## src/rtl/mcu_spi_pkg.sv

```systemverilog
`default_nettype none
// ============================================================================
//  Module      : mcu_spi_pkg
//  Description : Shared types and constants for the MCU SPI raw sensor packet
//                (16-byte frame: header, quaternion w/x/y/z, gyro x/y/z, flags).
//  Revision    : 1.0 - initial release
// ============================================================================
package mcu_spi_pkg;

    localparam int         PACKET_SIZE = 16;
    localparam int         PACKET_BITS = PACKET_SIZE * 8;
    localparam logic [7:0] HEADER_BYTE = 8'hAA;

    // Byte offsets within the frame; multi-byte fields are big-endian pairs.
    localparam int OFF_HDR   = 0;
    localparam int OFF_QW    = 1;
    localparam int OFF_QX    = 3;
    localparam int OFF_QY    = 5;
    localparam int OFF_QZ    = 7;
    localparam int OFF_GX    = 9;
    localparam int OFF_GY    = 11;
    localparam int OFF_GZ    = 13;
    localparam int OFF_FLAGS = 15;

    typedef struct packed {
        logic signed [15:0] quat_w;
        logic signed [15:0] quat_x;
        logic signed [15:0] quat_y;
        logic signed [15:0] quat_z;
        logic signed [15:0] gyro_x;
        logic signed [15:0] gyro_y;
        logic signed [15:0] gyro_z;
        logic               quat_valid;
        logic               gyro_valid;
    } imu_raw_t;

    typedef enum logic [2:0] {
        ST_IDLE   = 3'd0,
        ST_ACK    = 3'd1,
        ST_SCK_LO = 3'd2,
        ST_SCK_HI = 3'd3,
        ST_CHECK  = 3'd4
    } state_t;

    // Bit index of the MSB of byte 'off' in a frame shifted in MSB-first.
    function automatic int byte_msb(input int off);
        return PACKET_BITS - 1 - 8 * off;
    endfunction

endpackage
`default_nettype wire

```

## src/rtl/sync_2ff.sv

```systemverilog
`default_nettype none
// ============================================================================
//  Module      : sync_2ff
//  Description : Two-flop synchronizer for a single-bit level crossing into clk.
//  Revision    : 1.0 - initial release
// ============================================================================
module sync_2ff (
    input  logic clk,
    input  logic rst,
    input  logic d_i,
    output logic q_o
);

    logic meta_q;
    logic sync_q;

    // Two back-to-back flops give metastability a full cycle to resolve.
    always_ff @(posedge clk) begin
        if (rst) begin
            meta_q <= 1'b0;
            sync_q <= 1'b0;
        end else begin
            meta_q <= d_i;
            sync_q <= meta_q;
        end
    end

    assign q_o = sync_q;

endmodule
`default_nettype wire

```

## src/rtl/mcu_spi_master_rx.sv

```systemverilog
`default_nettype none
// ============================================================================
//  Module      : mcu_spi_master_rx
//  Description : SPI mode-0 master that acknowledges the slave's done, clocks
//                in a 128-bit raw IMU packet MSB-first, checks the header and
//                presents the decoded sample on parallel outputs.
//  Revision    : 1.0 - initial release
// ============================================================================
module mcu_spi_master_rx
    import mcu_spi_pkg::*;
#(
    parameter int         CLK_DIV = 4,
    parameter logic [7:0] HEADER  = HEADER_BYTE
) (
    input  logic               clk,
    input  logic               rst,
    input  logic               done,
    output logic               load,
    output logic               sck,
    output logic               sdo,
    input  logic               sdi,
    output logic signed [15:0] quat_w,
    output logic signed [15:0] quat_x,
    output logic signed [15:0] quat_y,
    output logic signed [15:0] quat_z,
    output logic signed [15:0] gyro_x,
    output logic signed [15:0] gyro_y,
    output logic signed [15:0] gyro_z,
    output logic               quat_valid,
    output logic               gyro_valid,
    output logic               pkt_valid,
    output logic               hdr_err,
    output logic               busy
);

    localparam int               CNT_W    = $clog2(CLK_DIV);
    localparam logic [CNT_W-1:0] CNT_MAX  = CNT_W'(CLK_DIV - 1);
    localparam logic [7:0]       BIT_LAST = 8'(PACKET_BITS);

    state_t                 state_q;
    logic [CNT_W-1:0]       cnt_q;
    logic [7:0]             bit_cnt_q;
    logic [PACKET_BITS-1:0] shreg_q;
    imu_raw_t               raw_q;
    imu_raw_t               raw_d;
    logic                   pkt_valid_q;
    logic                   hdr_err_q;
    logic                   done_prev_q;
    logic                   done_s;
    logic                   trigger;

    sync_2ff u_sync_done (
        .clk (clk),
        .rst (rst),
        .d_i (done),
        .q_o (done_s)
    );

    assign trigger = done_s & ~done_prev_q;

    // Field decode of the received frame, ready to commit when the header matches.
    always_comb begin
        raw_d            = '0;
        raw_d.quat_w     = shreg_q[byte_msb(OFF_QW) -: 16];
        raw_d.quat_x     = shreg_q[byte_msb(OFF_QX) -: 16];
        raw_d.quat_y     = shreg_q[byte_msb(OFF_QY) -: 16];
        raw_d.quat_z     = shreg_q[byte_msb(OFF_QZ) -: 16];
        raw_d.gyro_x     = shreg_q[byte_msb(OFF_GX) -: 16];
        raw_d.gyro_y     = shreg_q[byte_msb(OFF_GY) -: 16];
        raw_d.gyro_z     = shreg_q[byte_msb(OFF_GZ) -: 16];
        raw_d.quat_valid = shreg_q[byte_msb(OFF_FLAGS) - 7];
        raw_d.gyro_valid = shreg_q[byte_msb(OFF_FLAGS) - 6];
    end

    // Transfer sequencer: ack, 128 sck periods, header check, back to idle.
    // The header verdict is registered on the last SCK_HI edge so that the
    // strobes and new outputs are visible during the CHECK cycle itself.
    always_ff @(posedge clk) begin
        if (rst) begin
            state_q     <= ST_IDLE;
            cnt_q       <= '0;
            bit_cnt_q   <= '0;
            shreg_q     <= '0;
            raw_q       <= '0;
            pkt_valid_q <= 1'b0;
            hdr_err_q   <= 1'b0;
            done_prev_q <= 1'b0;
        end else begin
            done_prev_q <= done_s;
            pkt_valid_q <= 1'b0;
            hdr_err_q   <= 1'b0;
            case (state_q)
                ST_IDLE: begin
                    if (trigger) begin
                        state_q   <= ST_ACK;
                        cnt_q     <= '0;
                        bit_cnt_q <= '0;
                    end
                end
                ST_ACK: begin
                    if (cnt_q == CNT_MAX) begin
                        cnt_q   <= '0;
                        state_q <= ST_SCK_LO;
                    end else begin
                        cnt_q <= cnt_q + 1'b1;
                    end
                end
                ST_SCK_LO: begin
                    if (cnt_q == CNT_MAX) begin
                        cnt_q   <= '0;
                        state_q <= ST_SCK_HI;
                    end else begin
                        cnt_q <= cnt_q + 1'b1;
                    end
                end
                ST_SCK_HI: begin
                    if (cnt_q == '0) begin
                        shreg_q   <= {shreg_q[PACKET_BITS-2:0], sdi};
                        bit_cnt_q <= bit_cnt_q + 8'd1;
                    end
                    if (cnt_q == CNT_MAX) begin
                        cnt_q <= '0;
                        if (bit_cnt_q == BIT_LAST) begin
                            state_q <= ST_CHECK;
                            if (shreg_q[byte_msb(OFF_HDR) -: 8] == HEADER) begin
                                raw_q       <= raw_d;
                                pkt_valid_q <= 1'b1;
                            end else begin
                                hdr_err_q <= 1'b1;
                            end
                        end else begin
                            state_q <= ST_SCK_LO;
                        end
                    end else begin
                        cnt_q <= cnt_q + 1'b1;
                    end
                end
                ST_CHECK: begin
                    state_q <= ST_IDLE;
                end
                default: begin
                    state_q <= ST_IDLE;
                end
            endcase
        end
    end

    assign load       = (state_q == ST_ACK);
    assign sck        = (state_q == ST_SCK_HI);
    assign busy       = (state_q != ST_IDLE);
    assign sdo        = 1'b0;
    assign pkt_valid  = pkt_valid_q;
    assign hdr_err    = hdr_err_q;
    assign quat_w     = raw_q.quat_w;
    assign quat_x     = raw_q.quat_x;
    assign quat_y     = raw_q.quat_y;
    assign quat_z     = raw_q.quat_z;
    assign gyro_x     = raw_q.gyro_x;
    assign gyro_y     = raw_q.gyro_y;
    assign gyro_z     = raw_q.gyro_z;
    assign quat_valid = raw_q.quat_valid;
    assign gyro_valid = raw_q.gyro_valid;

endmodule
`default_nettype wire

```

## config.mk

```make
export PLATFORM = sky130hd
export DESIGN_NAME = mcu_spi_master_rx
export DESIGN_NICKNAME = d
export VERILOG_FILES = /design/src/rtl/mcu_spi_pkg.sv /design/src/rtl/sync_2ff.sv /design/src/rtl/mcu_spi_master_rx.sv
export SDC_FILE = /design/constraint.sdc
export NUM_CORES = 1
export LEC_CHECK = 0
export ABC_AREA = 1
export CELL_PAD_IN_SITES_DETAIL_PLACEMENT = 0
export CELL_PAD_IN_SITES_GLOBAL_PLACEMENT = 1
export CORE_ASPECT_RATIO = 1.2
export CORE_MARGIN = 8
export CORE_UTILIZATION = 25
export CTS_CLUSTER_DIAMETER = 100
export DETAILED_ROUTE_END_ITERATION = 16
export HOLD_SLACK_MARGIN = 0.08
export MAX_ROUTING_LAYER = met4
export PLACE_DENSITY = 0.56
export SETUP_SLACK_MARGIN = 0.2
export SLEW_MARGIN = 20
export SYNTH_ARGS = -nofsm -noshare
export SYNTH_HDL_FRONTEND = slang
export SYNTH_SLANG_ARGS = --single-unit
```

## constraint.sdc

```tcl
create_clock -name clk -period 1.9 [get_ports clk]
set_input_delay 0.38 -clock clk [delete_from_list [all_inputs] [get_ports clk]]
set_output_delay 0.38 -clock clk [all_outputs]
set_load 0.01 [all_outputs]
```

==> flow_summary.json <==
{
  "drv_slew": 0,
  "antenna_found_initial": 0,
  "path_class": "reg -> out",
  "nets": 1347,
  "synth_area_um2": 9740,
  "place_congestion": 0.751,
  "rsz0062_at_grt": "yes",
  "syn_area_per_cell_um2": 8.00,
  "final_common_cell": "nand2_1",
  "htree_num_levels": 1,
  "clock_path_buffers": 3,
  "cts.sinks": 260,
  "ant_nets": 0,
  "drive_above_1_share_pct": 11.7,
  "cp.required_ps": 1520,
  "power_density_nw_per_um2": 868,
  "seq_area_frac_synth_pct": 53.4,
  "track_usage_pct": 12.8,
  "end_kind": "primary output",
  "n_antenna_cell": 0,
  "clock.fmax_mhz": 583,
  "io_buffer_count": 122,
  "core_um2": 38600,
  "post-route-drc-count": 0,
  "firstDrtPassIters": 5,
  "dpl_cell_area_um2": 11500,
  "fp-row-count": 79,
  "grt_max_degree": 102,
  "syn_inst": 1218,
  "routedWlPerCell_um": 16.9,
  "start_util_pct": 25.2,
  "async_flop_share_pct": 0,
  "ys.flop_type": "dfxtp_1",
  "dp_hpwl_mm": 17.5,
  "grt_pass1_wl_mm": 46.6,
  "hold_viol": 0,
  "status": "finished, final reports clean",
  "wirelength_mm": 31.8,
  "dr_total_vias": 8649,
  "clk_latency_ps": 560,
  "synthDistinctLibCells": 26,
  "post-route-min-period_ps": 1710,
  "grt_pass1_vias": 8275,
  "fin_skew_ps": 8.39,
  "min_period_over_period_pct": 90.2,
  "layout_common_cells": "nand2_1, dfxtp_1, a21oi_1",
  "drv_cap": 0,
  "syn-num-nets": 1226,
  "final_util_pct": 33.7,
  "min_path_type": "in -> reg",
  "synth.top_cells.by_area": "dfxtp_1, nand2_1, a21oi_1",
  "die_y_um": 232,
  "synth_top_area_share_pct": 53.4,
  "path_max_fanout": 4,
  "tightest_slew_ps": 647,
  "clk_pin_slew_ps": 60,
  "max-slew-margin-rel_pct": 56.8,
  "cts_root_buf": "clkbuf_16",
  "cts_buffers": 30,
  "dr.first_iter.drc_count": 553,
  "die_w_um": 196,
  "io_pins": 124,
  "arrival_ps": 1330,
  "finalSetupViolCount": 0,
  "yosys_warnings": 0,
  "tns_ps": 0,
  "synth_edf_count": 0,
  "area_delta_synth_final_pct": 33.8,
  "viasPerCell": 4.60,
  "yosys.area.top_type": "dfxtp_1",
  "critPathLaunchType": "flip-flop",
  "power.total_mw": 11.3,
  "grt-ovfl-total": 0,
  "p_leak_nw": 4.84,
  "design_area_um2": 13000,
  "ys_ff_latch": 260,
  "dieArea_um2": 45600,
  "ir_drop_v": 0.000611,
  "cts_tree": "done"
}
## layout make-up
class                           count  area [um2]
Inverter                           25        98.8
Clock buffer                       43         871
Timing Repair Buffer              195        2190
Multi-Input combinational cell    827        3920
Tap cell                          526         658
Fill cell                        4126       25600
Clock inverter                      6        80.1
Sequential cell                   260        5220
## synthesized netlist by cell type, drive strengths merged (2+ instances only)
library cell / number
nand2: 389
dfxtp: 260
a21oi: 251
nand4: 116
buf: 70
clkbuf: 36
nor2: 36
inv: 25
o21ai: 10
nand3: 9
nor3: 6
ha: 4
xor2: 2
## per-layer routing
metal  GRT usage, %  up-vias  share of wire [%]
li1               -     4348                  -
met1           16.3     4109                 48
met2           20.6      152                 46
met3           2.46       40                4.5
met4           3.34        0                1.6
met5              -        -                  0
## final timing paths
| path | start | endpoint | slack (ps) | depth (start not counted) |
|---|---|---|---|---|
| setup reg to reg | bit_cnt_q[1] | gyro_x[6] | 240 | 10 |
| hold reg to reg | u_sync_done.meta_q | u_sync_done.q_o | 410 | 2 |
| setup / recovery | state_q[0] | load | 190 | 3 |
| hold / removal | done | u_sync_done.meta_q | 360 | 3 |
## critical path, stage by stage, from the launching register on
cell	delay, ps
dfxtp_4	390
inv_2	50
nor3_4	180
buf_2	160
## cell families (layout without fill, tap and decap cells)
logic type | count (synthesis) | in the layout | synth area share, %
DFF | 260 | 260 | 53.4
adders and majority gates | 4 | 4 | 0.514
AOI/OAI and AO/OA | 262 | 262 | 13.5
other | 1 | 1 | 0.0385
and+or+nand+nor | 558 | 558 | 25.2
xor gates and xnor gates | 2 | 2 | 0.180
buffers and inverters | 131 | 269 | 7.16
## power breakdown
| group | total (mW) | leakage, nW | switching, mW | internal [mW] |
|---|---|---|---|---|
| clock network | 5.69 | 0.470 | 2.29 | 3.40 |
| registers | 5.46 | 2.10 | 0.00594 | 5.46 |
| logic | 0.170 | 2.27 | 0.129 | 0.0406 |
## registers in the layout (all words and copies together) (netlist names)
name / flops
bit_cnt_q: 8
cnt_q: 2
done_prev_q: 1
gyro_valid: 1
gyro_x: 16
gyro_y: 16
gyro_z: 16
hdr_err: 1
pkt_valid: 1
quat_valid: 1
quat_w: 16
quat_x: 16
quat_y: 16
quat_z: 16
shreg_q: 128
state_q: 3
u_sync_done.meta_q: 1
u_sync_done.q_o: 1
## timing repair
item,in CTS,in global routing
endpoints found under the hold margin,1,0
hold buffers,1,0
endpoints found under the setup margin,312,150
buffers inserted,6,10
gates resized for setup,141,37
pin swaps,4,10
gates cloned,1,17
## per-stage QoR
step	hold slack (ps)	setup WS, ps	instances
floorplan	388	408	1218
global placement	407	162	1798
detailed placement	406	131	1798
CTS	341	20.7	1855
global route	370	124	1882
finish	362	186	1882
No activity file was read; power rests on OpenSTA's default activity.
